<file path="config.mk">
export PLATFORM = sky130hd
export DESIGN_NAME = delay_ctrl
export DESIGN_NICKNAME = d
export VERILOG_FILES = /design/src/rtl/delay_ctrl_pkg.sv /design/src/rtl/delay_ctrl_chan.sv /design/src/rtl/delay_ctrl.sv
export SDC_FILE = /design/constraint.sdc
export NUM_CORES = 1
export LEC_CHECK = 0
export BUFFER_PORTS_ARGS = -buffer_cell sky130_fd_sc_hd__buf_2
export CAP_MARGIN = 20
export CORE_MARGIN = 10
export CORE_UTILIZATION = 40
export DETAILED_ROUTE_END_ITERATION = 6
export HOLD_SLACK_MARGIN = 0.12
export PLACE_DENSITY = 0.61
export SETUP_SLACK_MARGIN = 0.02
export SYNTH_ARGS = -nofsm -noshare
export SYNTH_HDL_FRONTEND = slang
export SYNTH_SLANG_ARGS = --single-unit
</file>
<file path="constraint.sdc">
create_clock -name clk -period 2.5 [get_ports clk]
set_input_delay 0.625 -clock clk [delete_from_list [all_inputs] [get_ports clk]]
set_output_delay 0.625 -clock clk [all_outputs]
set_load 0.05 [all_outputs]
</file>
<file path="src/rtl/delay_ctrl_pkg.sv">
// Shared types and constants for the delay_ctrl edge-delay controller.
package delay_ctrl_pkg;

  typedef enum logic [1:0] {
    LOW       = 2'd0,
    PEND_RISE = 2'd1,
    HIGH      = 2'd2,
    PEND_FALL = 2'd3
  } chan_state_t;

  localparam int GLITCH_W = 8;

  function automatic int addr_width(input int n);
    return (n > 1) ? $clog2(n) : 1;
  endfunction

endpackage

</file>
<file path="src/rtl/delay_ctrl_chan.sv">
// One delay/filter channel: input register, 4-state FSM, delay counter, delay registers.
// Optional swallowed-transition counter under DELAY_CTRL_GLITCH_COUNT_EN.
module delay_ctrl_chan
  import delay_ctrl_pkg::*;
#(
  parameter int WIDTH = 16,
  parameter logic [WIDTH-1:0] RISE_DEFAULT = '0,
  parameter logic [WIDTH-1:0] FALL_DEFAULT = '0
) (
  input  logic                clk,
  input  logic                rst,
  input  logic                din,
  input  logic                load,
  input  logic [WIDTH-1:0]    load_rise,
  input  logic [WIDTH-1:0]    load_fall,
  output logic                dout,
  output logic                busy,
  output logic                stable,
  output logic [GLITCH_W-1:0] glitch_cnt,
  output chan_state_t         state
);

  chan_state_t      state_q, state_d;
  logic             din_q;
  logic [WIDTH-1:0] cnt_q, cnt_d;
  logic [WIDTH-1:0] rise_q, rise_d;
  logic [WIDTH-1:0] fall_q, fall_d;
  logic             dout_q, dout_d;
  logic             busy_q, busy_d;

  always_ff @(posedge clk) begin
    if (rst) begin
      state_q <= LOW;
      din_q   <= 1'b0;
      cnt_q   <= '0;
      rise_q  <= RISE_DEFAULT;
      fall_q  <= FALL_DEFAULT;
      dout_q  <= 1'b0;
      busy_q  <= 1'b0;
    end else begin
      state_q <= state_d;
      din_q   <= din;
      cnt_q   <= cnt_d;
      rise_q  <= rise_d;
      fall_q  <= fall_d;
      dout_q  <= dout_d;
      busy_q  <= busy_d;
    end
  end

  // Counter starts at 1 on entry so cnt==delay marks D+1 consecutive samples.
  always_comb begin
    state_d = state_q;
    cnt_d   = cnt_q;
    unique case (state_q)
      LOW: if (din_q) begin
        if (rise_q == '0) state_d = HIGH;
        else begin
          state_d = PEND_RISE;
          cnt_d   = WIDTH'(1);
        end
      end
      PEND_RISE: begin
        if (!din_q)               state_d = LOW;
        else if (cnt_q == rise_q) state_d = HIGH;
        else                      cnt_d   = cnt_q + WIDTH'(1);
      end
      HIGH: if (!din_q) begin
        if (fall_q == '0) state_d = LOW;
        else begin
          state_d = PEND_FALL;
          cnt_d   = WIDTH'(1);
        end
      end
      PEND_FALL: begin
        if (din_q)                state_d = HIGH;
        else if (cnt_q == fall_q) state_d = LOW;
        else                      cnt_d   = cnt_q + WIDTH'(1);
      end
      default: state_d = LOW;
    endcase
  end

  // Outputs are registered from the current state, one edge behind the FSM.
  always_comb begin
    dout_d = (state_q == HIGH) || (state_q == PEND_FALL);
    busy_d = (state_q == PEND_RISE) || (state_q == PEND_FALL);
    stable = ((state_q == LOW) && !din_q) || ((state_q == HIGH) && din_q);
    rise_d = load ? load_rise : rise_q;
    fall_d = load ? load_fall : fall_q;
  end

  assign dout  = dout_q;
  assign busy  = busy_q;
  assign state = state_q;

`ifdef DELAY_CTRL_GLITCH_COUNT_EN
  logic [GLITCH_W-1:0] glitch_q, glitch_d;
  logic                glitch_ev;

  always_comb begin
    glitch_ev = ((state_q == PEND_RISE) && !din_q) || ((state_q == PEND_FALL) && din_q);
    glitch_d  = glitch_q;
    if (glitch_ev && (glitch_q != {GLITCH_W{1'b1}})) glitch_d = glitch_q + GLITCH_W'(1);
  end

  always_ff @(posedge clk) begin
    if (rst) glitch_q <= '0;
    else     glitch_q <= glitch_d;
  end

  assign glitch_cnt = glitch_q;
`else
  assign glitch_cnt = '0;
`endif

endmodule

</file>
<file path="src/rtl/delay_ctrl.sv">
// Multi-channel runtime-configurable edge-delay controller: shared config shadow slot,
// valid/ready handshake, address decode, cfg_err. Optional macro: DELAY_CTRL_GLITCH_COUNT_EN.
module delay_ctrl
  import delay_ctrl_pkg::*;
#(
  parameter int CHANNELS = 4,
  parameter int WIDTH = 16,
  parameter logic [WIDTH-1:0] RISE_DEFAULT = '0,
  parameter logic [WIDTH-1:0] FALL_DEFAULT = '0,
  localparam int AW = addr_width(CHANNELS)
) (
  input  logic                         clk,
  input  logic                         rst,
  input  logic [CHANNELS-1:0]          din,
  output logic [CHANNELS-1:0]          dout,
  output logic [CHANNELS-1:0]          busy,
  input  logic                         cfg_valid,
  output logic                         cfg_ready,
  input  logic [AW-1:0]                cfg_addr,
  input  logic [WIDTH-1:0]             cfg_rise,
  input  logic [WIDTH-1:0]             cfg_fall,
  output logic                         cfg_err,
  output logic [CHANNELS*GLITCH_W-1:0] glitch_cnt,
  output logic [2*CHANNELS-1:0]        dbg_state
);

  // Handshake: a transfer happens on a clock edge where cfg_valid && cfg_ready.
  logic             shadow_vld_q, shadow_vld_d;
  logic [AW-1:0]    shadow_addr_q, shadow_addr_d;
  logic [WIDTH-1:0] shadow_rise_q, shadow_rise_d;
  logic [WIDTH-1:0] shadow_fall_q, shadow_fall_d;
  logic             err_q, err_d;
  logic             accept, addr_ok;
  logic [CHANNELS-1:0] load, stable;

  assign cfg_ready = !rst && !shadow_vld_q;
  assign cfg_err   = err_q;

  always_comb begin
    accept  = cfg_valid && cfg_ready;
    addr_ok = 32'(cfg_addr) < 32'(CHANNELS);
    load    = '0;
    for (int c = 0; c < CHANNELS; c++) begin
      load[c] = shadow_vld_q && (shadow_addr_q == AW'(c)) && stable[c];
    end
    shadow_vld_d  = shadow_vld_q;
    shadow_addr_d = shadow_addr_q;
    shadow_rise_d = shadow_rise_q;
    shadow_fall_d = shadow_fall_q;
    // Out-of-range requests are consumed without occupying the shadow slot.
    if (accept && addr_ok) begin
      shadow_vld_d  = 1'b1;
      shadow_addr_d = cfg_addr;
      shadow_rise_d = cfg_rise;
      shadow_fall_d = cfg_fall;
    end else if (|load) begin
      shadow_vld_d = 1'b0;
    end
    err_d = accept && !addr_ok;
  end

  always_ff @(posedge clk) begin
    if (rst) begin
      shadow_vld_q  <= 1'b0;
      shadow_addr_q <= '0;
      shadow_rise_q <= '0;
      shadow_fall_q <= '0;
      err_q         <= 1'b0;
    end else begin
      shadow_vld_q  <= shadow_vld_d;
      shadow_addr_q <= shadow_addr_d;
      shadow_rise_q <= shadow_rise_d;
      shadow_fall_q <= shadow_fall_d;
      err_q         <= err_d;
    end
  end

  for (genvar c = 0; c < CHANNELS; c++) begin : g_chan
    chan_state_t st;
    delay_ctrl_chan #(
      .WIDTH        (WIDTH),
      .RISE_DEFAULT (RISE_DEFAULT),
      .FALL_DEFAULT (FALL_DEFAULT)
    ) u_chan (
      .clk        (clk),
      .rst        (rst),
      .din        (din[c]),
      .load       (load[c]),
      .load_rise  (shadow_rise_q),
      .load_fall  (shadow_fall_q),
      .dout       (dout[c]),
      .busy       (busy[c]),
      .stable     (stable[c]),
      .glitch_cnt (glitch_cnt[GLITCH_W*c +: GLITCH_W]),
      .state      (st)
    );
    assign dbg_state[2*c +: 2] = st;
  end

endmodule

</file>
# Word level (Yosys, flattened, before mapping)
# Index checks and enable logic that the tools add are counted.
[totals] elab_cells=232 regBits=247 out_inout_bits=50 inputBits=41
[op_classes] reduce_logical=59 n_addsub=4 n_mux=74 eq_ne=63
[ops] op="two-way mux 16 bit" n=32
[ops] op="case mux 16 bit (4 select lines)" n=4
[ops] op="equality test 16 bit" n=8
[ops] op="zero test 16 bit" n=8
[ops] op="adder 16 x 1 -> 16 bit, second input constant" n=4
[ops] op="two-way mux 2 bit" n=32
[ops] op="inequality test 2 bit, second input constant" n=24
[ops] op="case mux 2 bit (4 select lines)" n=4
[ops] op="AND reduction 8 bit" n=4
[ops] op="equality test 2 bit, second input constant" n=10
[ops] op="logical AND 1 bit" n=18
[ops] op="inequality test 2 x 1 -> 1 bit, second input constant" n=8
[ops] op="AND reduction 4 bit" n=4
[ops] op="logical OR 1 bit" n=12
[ops] op="inequality test 3 x 1 -> 1 bit, second input constant" n=4
[ops] op="inequality test 3 bit, second input constant" n=4
[ops] op="equality test 2 x 1 -> 1 bit, second input constant" n=5
[ops] op="zero test 2 bit" n=5
[ops] op="zero test 1 bit" n=6
[ops] op="OR reduction 4 bit" n=1
[ops] op="two-way mux 1 bit" n=2
[ops] op="nonzero test 2 bit" n=1

# Longest topological paths before layout
# Gate-level depths: netlist (run 1).
[depth] ltp_word=7 depth_mapped=9 depth_no_buf=8

# Hierarchy
# From an unflattened synthesis (run 1), not the netlist that was laid out.
[hier_totals] hier_cells=1505 area_unflattened_um2=13015.0
[modules_own_cells] mod="delay_ctrl_chan" cells_each=335 instances=4 area_each_um2=2907.8 seq_area_each_um2=1061.0
[modules_own_cells] mod="delay_ctrl" cells_each=165 instances=1 area_each_um2=1383.8 seq_area_each_um2=700.7

# Worst setup path before layout (run 1)
# OpenSTA, ideal clock, no wires.
[synth_path] path_kind="input port to flip-flop" from="in rst" to="reg shadow_fall_q[10]" path_stages=7 setup_time_ps=74 arrival_ps=2315 n_path_buf=3 path_slack_ps=110 required_ps=2426 cell_sequence="nor2_1 > and2_1 > clkbuf_1 > clkbuf_1 > clkbuf_1 > nand2_1 > o21ai_0"
[synth_between] elab_chain_len=3
[synth_rtl] element="from (decl)" line="delay_ctrl.sv:13" text="input logic rst,"
[synth_rtl] element="zero test 1 bit" line="delay_ctrl.sv:36" text="assign cfg_ready = !rst && !shadow_vld_q;"
[synth_rtl] element="logical AND 1 bit" line="delay_ctrl.sv:36"
[synth_rtl] element="logical AND 1 bit" line="delay_ctrl.sv:40" text="accept = cfg_valid && cfg_ready;"
[synth_rtl] element="to (signal assigned)" line="delay_ctrl.sv:73" text="shadow_fall_q <= shadow_fall_d;"
[synth_rtl] element="to (decl)" line="delay_ctrl.sv:31" text="logic [WIDTH-1:0] shadow_fall_q, shadow_fall_d;"
# Parallel ways exist; a longest one is shown, timed or not.
# A chain may end at the register's enable or synchronous reset.

# Worst setup path after layout (run 1)
[layout_path] from="reg g_chan[2].u_chan.cnt_q[0]" to="reg g_chan[2].u_chan.cnt_q[15]"
[layout_between] elab_chain_len=4 elab_cells_between_ends=11 cone_classes="add/sub (1); eq/ne (4); mux (5); reduce/logical (1)"
[layout_rtl] element="from (decl)" line="delay_ctrl_chan.sv:25" text="logic [WIDTH-1:0] cnt_q, cnt_d;"
[layout_rtl] element="from (signal assigned)" line="delay_ctrl_chan.sv:43" text="cnt_q <= cnt_d;"
[layout_rtl] element="adder 16 x 1 -> 16 bit" line="delay_ctrl_chan.sv:66, delay_ctrl_chan.sv:78"
[layout_rtl] element="two-way mux 16 bit (on tied branches)" line="delay_ctrl_chan.sv:77, delay_ctrl_chan.sv:65"
[layout_rtl] element="two-way mux 16 bit (on tied branches)" line="delay_ctrl_chan.sv:76, delay_ctrl_chan.sv:64"
[layout_rtl] element="case mux 16 bit (4 select lines)" line="delay_ctrl_chan.sv:55" text="unique case (state_q)"
# Parallel ways exist; a longest one is shown, timed or not. The select of a mux whose other input is x is not followed.

==> results of run 1 <==
-- stage by stage --
stage	util (%)	setup slack (ns)	hold WS, ns	total power [mW]	cells
floorplan	-	0.110	0.460	4.99	1586
global placement	42.4	0.148	0.474	5.25	1914
detailed placement	42.4	0.131	0.475	5.26	1914
CTS	45.7	0.115	0.251	9.67	1964
global route	45.7	0.0359	0.263	9.94	1964
finish	45.7	0.201	0.275	9.60	1965
-- synth_stat cells, types with 4 or more instances --
library cell	n	area share, %
a21boi_0	7	0.43
a21oi_1	141	5.8
a2bb2oi_2	10	1.2
a31oi_1	12	0.61
and2_1	7	0.36
and3_1	27	1.4
and4_1	4	0.29
buf_2	16	0.65
buf_4	41	2.5
buf_6	5	0.46
clkbuf_1	95	2.9
dfxtp_1	247	40
ha_1	4	0.41
inv_1	21	0.64
mux2i_1	4	0.33
nand2_1	391	12
nand2b_1	12	0.61
nand3_1	48	2.0
nand3b_1	5	0.31
nand4_1	31	1.6
nor2_1	46	1.4
nor2b_1	14	0.72
nor3_1	12	0.49
nor3b_1	11	0.67
nor4_1	60	3.1
o21a_1	4	0.25
o21ai_0	50	2.0
o221ai_1	6	0.43
o22ai_1	10	0.51
o2bb2ai_1	6	0.43
o311ai_0	11	0.79
or3_1	5	0.26
xnor2_1	31	2.2
xor2_1	97	6.9
-- flip-flops by register name (all words and copies together) (netlist names), 4 cells and up --
signal / cells
g_chan.u_chan.busy: 4
g_chan.u_chan.cnt_q: 64
g_chan.u_chan.din_q: 4
g_chan.u_chan.dout: 4
g_chan.u_chan.fall_q: 64
g_chan.u_chan.rise_q: 64
g_chan.u_chan.state: 8
shadow_fall_q: 16
shadow_rise_q: 16
-- repair_timing --
item,in CTS,in global routing
endpoints found under the setup margin,0,13
gates resized for setup,0,4
buffers inserted,0,0
endpoints found under the hold margin,0,0
-- final cells by class --
class / instances / share of cell area (%)
Clock buffer: 38 / 5.82
Antenna cell: 1 / 0.0183
Inverter: 22 / 0.603
Timing Repair Buffer: 98 / 4.65
Sequential cell: 247 / 36.1
Multi-Input combinational cell: 1157 / 47.8
Clock inverter: 12 / 1.47
Tap cell: 390 / 3.56
-- how the worst max path moves through the flow --
stage	start	to	slack, ns	depth (start not counted)
after floorplan	rst	shadow_fall_q[10]	0.11	7
after global placement	g_chan[2].u_chan.cnt_q[8]	g_chan[2].u_chan.cnt_q[2]	0.15	7
after detailed placement	g_chan[2].u_chan.cnt_q[8]	g_chan[2].u_chan.cnt_q[2]	0.13	7
after CTS	g_chan[2].u_chan.cnt_q[8]	g_chan[2].u_chan.cnt_q[2]	0.12	7
after global routing	g_chan[2].u_chan.cnt_q[12]	g_chan[2].u_chan.cnt_q[14]	0.04	7
final	g_chan[2].u_chan.cnt_q[0]	g_chan[2].u_chan.cnt_q[15]	0.20	6
-- report_power, final --
group	switching, mW	internal, mW
clock network	1.68	2.74
registers	0.206	4.04
logic	0.658	0.278
-- routing by layer --
| metal | wire length, µm | track usage (%) | up-vias |
|---|---|---|---|
| li1 | - | - | 5275 |
| met3 | 1890 | 2.48 | 39 |
| met2 | 16200 | 27.6 | 276 |
| met1 | 16400 | 24.4 | 5039 |
| met5 | 0 | 0 | - |
| met4 | 577 | 4.56 | 0 |
-- critical path: cells and delay by family, from the launching register on --
| family | cells | cell delay (ns) |
|---|---|---|
| AOI/OAI and AO/OA | 2 | 0.39 |
| DFF | 1 | 0.46 |
| and+or+nand+nor | 4 | 1.31 |
-- cells by family after synthesis --
group,share of synthesized area (%)
xor gates and xnor gates,9.29
and+or+nand+nor,26.4
DFF,40.4
adders and majority gates,0.409
muxes,0.511
AOI/OAI and AO/OA,15.6
buffers and inverters,7.31
other,0.0306
-- placed cells by master, fill, tap and decap left out, drive strengths merged, types with 32 or more instances in the layout --
master    n
nand2   391
dfxtp   247
a21oi   141
buf      98
xor2     97
nor4     63
o21ai    53
nand3    49
nor2     46
clkbuf   38
conb     33
xnor2    32
==> flow_metrics.tcl, run 1 <==
set metrics [dict create \
    run_status "finished, final reports clean" \
    synthToLayoutAreaGrowth_pct 11.9 \
    setup-tns-final_ns 0 \
    grt_max_degree 105 \
    drtIter0Drc 1024 \
    drv_cap 0 \
    final_area_um2 13700 \
    hold_viol_final 0 \
    wirelength_mm 35.1 \
    vias 10600 \
    place_congestion 0.920 \
    r2r_start "g_chan[2].u_chan.cnt_q[0]" \
    ir_worst_vdd_mv 0.565 \
    hold_depth 3 \
    cts_root_buf "clkbuf_16" \
    crit_path_cell_trace "and3_1 -> nand3_1 -> or4_1 -> or2_1 -> o311ai_1 -> o311ai_1" \
    detail_route.first_pass.iterations 5 \
    worstPathMaxFanout 7 \
    core-area_um2 30000 \
    period_share_pct 91.9 \
    drive_above_1_share_pct 11.6 \
    max_freq_ghz 0.435 \
    yosysSeqAreaShare_pct 40.4 \
    cts_htree_levels 1 \
    hold_buffers 0 \
    core.rowCount 63 \
    antenna_found_initial 0 \
    ys_warn_count 0 \
    clock-skew-final_ns 0.0199 \
    start_kind "flop" \
    path_clk_slew_ns 0.06 \
    nNetsFinal 1598 \
    ys.flop_type "dfxtp_1" \
    leakage_nw 5.33 \
    cts.sinks 247 \
    dieHeight_um 195 \
    drt.antenna.violating_nets 0 \
    critical-path-max-stage-delay_ns 0.63 \
    grt_overflow 0 \
    clk_latency_ns 0.55 \
    worst_pin_slew_ns 0.585 \
    endpoint_kind "flop" \
    start_util_pct 40.9 \
    powerDensity_nw_per_um2 700 \
    drv_slew 0 \
    syn_avg_cell_area_um2 7.88 \
    slowest_stage "or4_1" \
    hold_start "cfg_fall[12]" \
    hold_path.class "in -> reg" \
    relSlewSlack_pct 60.9 \
    seq_area_um2 4950 \
    track_usage_pct 17.5 \
    finalCriticalPeriod_ns 2.30 \
    ys_types 74 \
    r2r-end "g_chan[2].u_chan.cnt_q[15]" \
    fillers 2959 \
    synth_edf_count 0 \
    cts_buffers 27 \
    crit_type "reg -> reg" \
    die_w_um 195 \
    cp.arrival_ns 2.70 \
    r2r_slack_ns 0.20 \
    rsz0062_at_grt "false" \
    hpwlAfterDp_mm 24.7 \
    io_buffers 57 \
    cp_common_cell "o311ai_1" \
    whs_endpoint "shadow_fall_q[12]" \
    dpl_cell_area_um2 12700 \
    vias_per_cell 5.41 \
    drc 0 \
    die_area_um2 38000 \
    ios 91 \
    wire_per_inst_um 17.9 \
    syn_inst 1554 \
    multi_input_area_um2 6550 \
    synthArstFlopShare_pct 0 \
    reg2reg_depth 6 \
    grt_pass1_vias 9872 \
    ys_ff_latch 247 \
    cts_tree "built" \
    synth_area_um2 12200 \
    critPathRequiredTime_ns 2.90 \
    setup_violations 0 \
    grt_first_pass_wirelength_mm 55.7 \
    cts_buffer_depth 3 \
]
No activity file was read; power rests on OpenSTA's default activity.
==> inputs of run 2 (changes only) <==
--- a/config.mk
+++ b/config.mk
@@ -5,6 +5,7 @@
 export SDC_FILE = /design/constraint.sdc
 export NUM_CORES = 1
 export LEC_CHECK = 0
+export ABC_AREA = 1
 export BUFFER_PORTS_ARGS = -buffer_cell sky130_fd_sc_hd__buf_2
 export CAP_MARGIN = 20
 export CORE_MARGIN = 10
@@ -15,4 +16,5 @@
 export SETUP_SLACK_MARGIN = 0.02
 export SYNTH_ARGS = -nofsm -noshare
 export SYNTH_HDL_FRONTEND = slang
+export SYNTH_HIERARCHICAL = 1
 export SYNTH_SLANG_ARGS = --single-unit
==> flow_metrics.tcl, run 2 <==
set metrics [dict create \
    fillers 3656 \
    nNetsFinal 2243 \
    grtUsageMet1_pct 26.6 \
    slowest_stage "dfxtp_1" \
    core-area_um2 34500 \
    drive_above_1_share_pct 10.3 \
    drv_cap 0 \
    ios 91 \
    start_util_pct 40.4 \
    antenna_found_initial 1 \
    io_buffers 57 \
    worstPathMaxFanout 60 \
    postCtsSetupRepairBufs 0 \
    cts_htree_levels 1 \
    cts_buffer_depth 3 \
    synth.most_common_cell "nand2_1" \
    cts_buffers 29 \
    setup_violations 0 \
    p_comb_share_pct 31.7 \
    synth_edf_count 0 \
    yosysSeqAreaShare_pct 35.5 \
    power_frac_clock_pct 31.4 \
    die_w_um 207 \
    largestRegisters "g_chan.u_chan/cnt_q (64), g_chan.u_chan/fall_q (64), g_chan.u_chan/rise_q (64)" \
    leakage_nw 6.73 \
    setup-tns-final_ns 0 \
    cp_common_cell "nand2_1" \
    hpwlAfterDp_mm 30.9 \
    grt_pass1_vias 12500 \
    cts_resized 0 \
    synthTopCellsByCount "583 x nand2_1, 277 x nor2_1, 247 x dfxtp_1" \
    hold_start "din[0]" \
    critical_path_buf_inv_count 4 \
    final_common_cell "nand2_1" \
    place_congestion 0.921 \
    cp.arrival_ns 2.64 \
    intPower_mw 8.56 \
    worst_pin_slew_ns 0.581 \
    core.rowCount 68 \
    ys_top_cells_by_area "dfxtp_1 36%, nand2_1 16%, nand3_1 7.8%" \
    clk_latency_ns 0.56 \
    sw_frac_of_total_pct 39.4 \
    cts.sinks 247 \
    dieHeight_um 207 \
    hold_path.class "in -> reg" \
    syn_inst 2190 \
    drt.antenna.violating_nets 0 \
    critical-path-max-stage-delay_ns 0.38 \
    drtIter0Drc 1156 \
    detail_route.first_pass.iterations 5 \
    synth_area_um2 13900 \
    ir_worst_vdd_mv 0.645 \
    endpoint_kind "flop" \
    period_share_pct 88.4 \
    relSlewSlack_pct 61.2 \
    finalCriticalPeriod_ns 2.21 \
    r2r_start "g_chan[0].u_chan/state[0]" \
    hold_viol_final 0 \
    track_usage_pct 19.9 \
    yosysTopAreaCell "dfxtp_1" \
    cts_root_buf "clkbuf_16" \
    max_freq_ghz 0.453 \
    pre_cts_ws_ns 0.322 \
    synthArstFlopShare_pct 0 \
    antenna_cells 0 \
    run_status "finished, final reports clean" \
    crit_path_cell_trace "inv_2 -> nand2_1 -> nand2_1 -> o21ai_0 -> inv_1 -> nand2_1 -> nor2_1 -> inv_1 -> buf_12 -> o21ai_0 -> a21oi_1" \
    start_kind "flop" \
    busiest_layer "met2" \
    setup_ws_ns 0.291 \
    critPathRequiredTime_ns 2.93 \
    ys_types 28 \
    rsz0062_at_grt "false" \
    critPathTopFamily "buffers and inverters" \
    wirelength_mm 43.2 \
    grt_overflow 0 \
    vias_per_cell 5.08 \
    die_area_um2 42700 \
    powerDensity_nw_per_um2 928 \
    drc 0 \
    ys_ff_latch 247 \
    drv_slew 0 \
    synthToLayoutAreaGrowth_pct 9.32 \
    seq_power_share_pct 36.8 \
    path_clk_slew_ns 0.06 \
    wire_per_inst_um 16.2 \
    grt_first_pass_wirelength_mm 67.9 \
    syn_avg_cell_area_um2 6.36 \
    ys.flop_type "dfxtp_1" \
    grt_max_degree 61 \
    mostFrequentLayoutCells "583 x nand2_1, 277 x nor2_1, 247 x dfxtp_1, 217 x nand3_1, 191 x inv_1" \
    cts_tree "built" \
    fin_hold_ws_ns 0.275 \
    vias 13600 \
    grt.met3_usage_pct 2.62 \
    clock-skew-final_ns 0.00796 \
    crit_type "reg -> reg" \
    synth_top_area_share_pct 35.5 \
    hold_buffers 0 \
    ys_warn_count 6 \
    crit_path_start "g_chan[0].u_chan/state[0]" \
    grtUsageMet2_pct 31.6 \
    switchingPower_mw 5.57 \
]
==> run 2: cell types whose count changed after synthesis, sizes merged, moves of 32 or more <==
cell | previous run | this run
a21oi | 141 | 178
clkbuf | 95 | 40
inv | 21 | 231
nand2 | 391 | 608
nand3 | 49 | 233
nor2 | 46 | 294
nor3 | 12 | 44
nor4 | 63 | 0
o21ai | 53 | 150
xnor2 | 32 | 0
xor2 | 97 | 40
==> run 2: routing by layer <==
layer	vias to the layer above	part of all wire, %
li1	6930	-
met1	6157	46
met3	88	5.5
met4	0	4.0
met2	388	45
met5	-	0
==> run 2: cells by family after synthesis <==
kind of cell | count (synthesis) | share of synthesized area [%]
flops | 247 | 35.5
xor+xnor | 40 | 2.52
other cells | 5 | 0.135
simple gates | 1200 | 36.9
fa+ha+maj | 4 | 0.359
buf+inv | 362 | 12.6
compound gates | 332 | 12.0
==> run 2: path summary, 6_finish.rpt <==
| path | end | slack [ns] | cells after the start |
|---|---|---|---|
| min | g_chan[0].u_chan/din_q | 0.28 | 3 |
| min reg2reg | g_chan[1].u_chan/fall_q[1] | 0.49 | 2 |
| max | g_chan[0].u_chan/rise_q[3] | 0.29 | 11 |
| max reg2reg | g_chan[0].u_chan/rise_q[3] | 0.29 | 11 |
==> run 2: area by class of cell <==
class | instances | area (µm²) | share of cell area [%]
multi-input cells | 1609 | 7330 | 48.2
clock inverters | 8 | 118 | 0.773
clock buffers | 42 | 875 | 5.75
flip-flops and latches | 247 | 4940 | 32.5
inverters | 232 | 881 | 5.79
well taps | 455 | 569 | 3.74
repair buffers | 79 | 500 | 3.29
==> run 2: stage by stage <==
| step | utilization (%) | power [mW] | area, µm² | instances |
|---|---|---|---|---|
| after global routing | 44.2 | 15.1 | 15200 | 2672 |
| after global placement | 41.3 | 9.65 | 14200 | 2622 |
| after floorplan | - | 8.60 | 14000 | 2218 |
| after detailed placement | 41.3 | 9.74 | 14200 | 2622 |
| final | 44.2 | 14.1 | 15200 | 2672 |
| after CTS | 44.2 | 14.2 | 15200 | 2672 |
==> run 2: worst register-to-register path: stages, from the launching register on <==
cell	delay, ns
dfxtp_1	0.38
inv_2	0.19
nand2_1	0.10
nand2_1	0.08
o21ai_0	0.17
inv_1	0.18
nand2_1	0.07
nor2_1	0.33
inv_1	0.14
buf_12	0.22
o21ai_0	0.19
a21oi_1	0.06
==> run 2: power by group through the flow <==
stage          clock (mW)  combinational, mW  sequential, mW
6_report             4.44               4.48            5.20
2_1_floorplan           0               3.43            5.17
5_1_grt              4.69               5.12            5.28
4_1_cts              4.52               4.49            5.18
3_3_place_gp            0               4.40            5.25
3_5_place_dp            0               4.47            5.26
==> inputs of run 3 (changes only) <==
--- a/config.mk
+++ b/config.mk
@@ -12,6 +12,7 @@
 export CORE_UTILIZATION = 40
 export DETAILED_ROUTE_END_ITERATION = 6
 export HOLD_SLACK_MARGIN = 0.12
+export MAX_ROUTING_LAYER = met4
 export PLACE_DENSITY = 0.61
 export SETUP_SLACK_MARGIN = 0.02
 export SYNTH_ARGS = -nofsm -noshare
==> flow_metrics.tcl, run 3 (synthesis results as in run 2) <==
set metrics [dict create \
    grt_pass1_vias 12300 \
    postCtsSetupRepairBufs 0 \
    core-area_um2 34500 \
    cts.sinks 247 \
    hold_buffers 0 \
    setup_ws_ns 0.325 \
    whs_endpoint "g_chan[1].u_chan/din_q" \
    mostFrequentLayoutCells "583 x nand2_1, 277 x nor2_1, 247 x dfxtp_1, 217 x nand3_1, 191 x inv_1" \
    drt.antenna.violating_nets 0 \
    power_frac_clock_pct 29.7 \
    clk_latency_ns 0.55 \
    path_clk_slew_ns 0.06 \
    wl_met2_mm 19.4 \
    antenna_cells 0 \
    setup-tns-final_ns 0 \
    pre_cts_ws_ns 0.337 \
    nNetsFinal 2245 \
    vias_per_cell 5.05 \
    worst_pin_slew_ns 0.575 \
    cts_tree "built" \
    io_buffers 57 \
    powerDensity_nw_per_um2 910 \
    drive_above_1_share_pct 10.1 \
    vias 13500 \
    die_w_um 207 \
    intPower_mw 8.28 \
    cp.arrival_ns 1.55 \
    r2r-end "g_chan[1].u_chan/rise_q[11]" \
    place_congestion 0.928 \
    period_share_pct 87.0 \
    ios 91 \
    grt_max_degree 61 \
    drtIter0Drc 1097 \
    antenna_found_initial 0 \
    wirelength_mm 43.0 \
    hold_start "din[1]" \
    drv_slew 0 \
    start_kind "flop" \
    dpl_cell_area_um2 14300 \
    r2r_start "g_chan[1].u_chan/state[0]" \
    leakage_nw 6.70 \
    track_usage_pct 20.3 \
    endpoint_kind "output pin" \
    rsz0062_at_grt "false" \
    max_freq_ghz 0.460 \
    cts_root_buf "clkbuf_16" \
    clock-skew-final_ns 0.00919 \
    cts_buffer_depth 3 \
    wire_per_inst_um 16.1 \
    p_comb_share_pct 32.5 \
    critPathRequiredTime_ns 1.88 \
    final_area_um2 15100 \
    setup_violations 0 \
    crit_path_start "g_chan[3].u_chan/state[0]" \
    placed_cells 2625 \
    final_cells 2672 \
    final_common_cell "nand2_1" \
    core.rowCount 68 \
    hold_path.class "in -> reg" \
    crit_type "reg -> out" \
    hpwlAfterDp_mm 31.3 \
    wl_met1_mm 19.9 \
    start_util_pct 40.4 \
    hold_viol_final 0 \
    switchingPower_mw 5.50 \
    route.met3.wl_mm 2.41 \
    dieHeight_um 207 \
    cts_buffers 28 \
    grt_overflow 0 \
    reg2reg_depth 11 \
    hold_depth 3 \
    relSlewSlack_pct 61.6 \
    run_status "finished, final reports clean" \
    synthToLayoutAreaGrowth_pct 8.77 \
    routed.top_layer "met4" \
    ir_worst_vdd_mv 0.746 \
    detail_route.first_pass.iterations 5 \
    finalCriticalPeriod_ns 2.17 \
    drv_cap 0 \
    largestRegisters "g_chan.u_chan/cnt_q (64), g_chan.u_chan/fall_q (64), g_chan.u_chan/rise_q (64)" \
    drc 0 \
    seq_power_share_pct 37.8 \
    cts_htree_levels 1 \
    die_area_um2 42700 \
    r2r_slack_ns 0.34 \
    cts_resized 0 \
    worstPathMaxFanout 9 \
    sw_frac_of_total_pct 39.9 \
    grt_first_pass_wirelength_mm 67.6 \
]
==> run 3: cell types whose count changed in the layout (fill, tap and decap cells not counted), sizes merged <==
cell / change
bufinv: -1
buf: +3
clkinv: +2
clkinvlp: -1
clkbuf: -3
==> run 3: worst max-delay path: stages (launching register included) <==
cell     delay [ns]
dfxtp_1        0.50
buf_4          0.22
buf_2          0.27
==> run 3: worst max path at each step <==
stage                                  endpoint  cells past startpoint
CTS                                dbg_state[6]                      2
detailed placement  g_chan[0].u_chan/fall_q[14]                     11
floorplan            g_chan[1].u_chan/fall_q[0]                     11
global route         g_chan[0].u_chan/rise_q[5]                     11
global placement     g_chan[0].u_chan/rise_q[6]                     11
finish                             dbg_state[6]                      2
==> run 3: metal layers <==
metal | track usage [%] | up-vias
li1 | - | 6931
met1 | 26.7 | 6143
met2 | 31.9 | 355
met3 | 2.64 | 66
met4 | 6.18 | 0
met5 | - | -
==> run 3: through the flow <==
step	utilization (%)	power (mW)	hold slack (ns)
global route	44.0	14.7	0.268
finish	44.0	13.8	0.278
floorplan	-	8.60	0.461
detailed placement	41.4	9.74	0.477
CTS	44.0	13.9	0.260
global placement	41.4	9.67	0.471
==> run 3: layout make-up <==
cell class,count,area [µm²]
multi-input cells,1609,7330
flip-flops and latches,247,4940
clock buffers,39,803
well taps,455,569
inverters,232,881
fillers,3720,19300
repair buffers,82,523
clock inverters,8,90.1
==> run 3: power by group through the flow <==
stage	registers, mW	logic [mW]	clock network (mW)
after floorplan	5.17	3.43	0
after global placement	5.26	4.41	0
after detailed placement	5.26	4.47	0
after CTS	5.18	4.49	4.18
after global routing	5.28	5.08	4.36
final	5.20	4.48	4.10
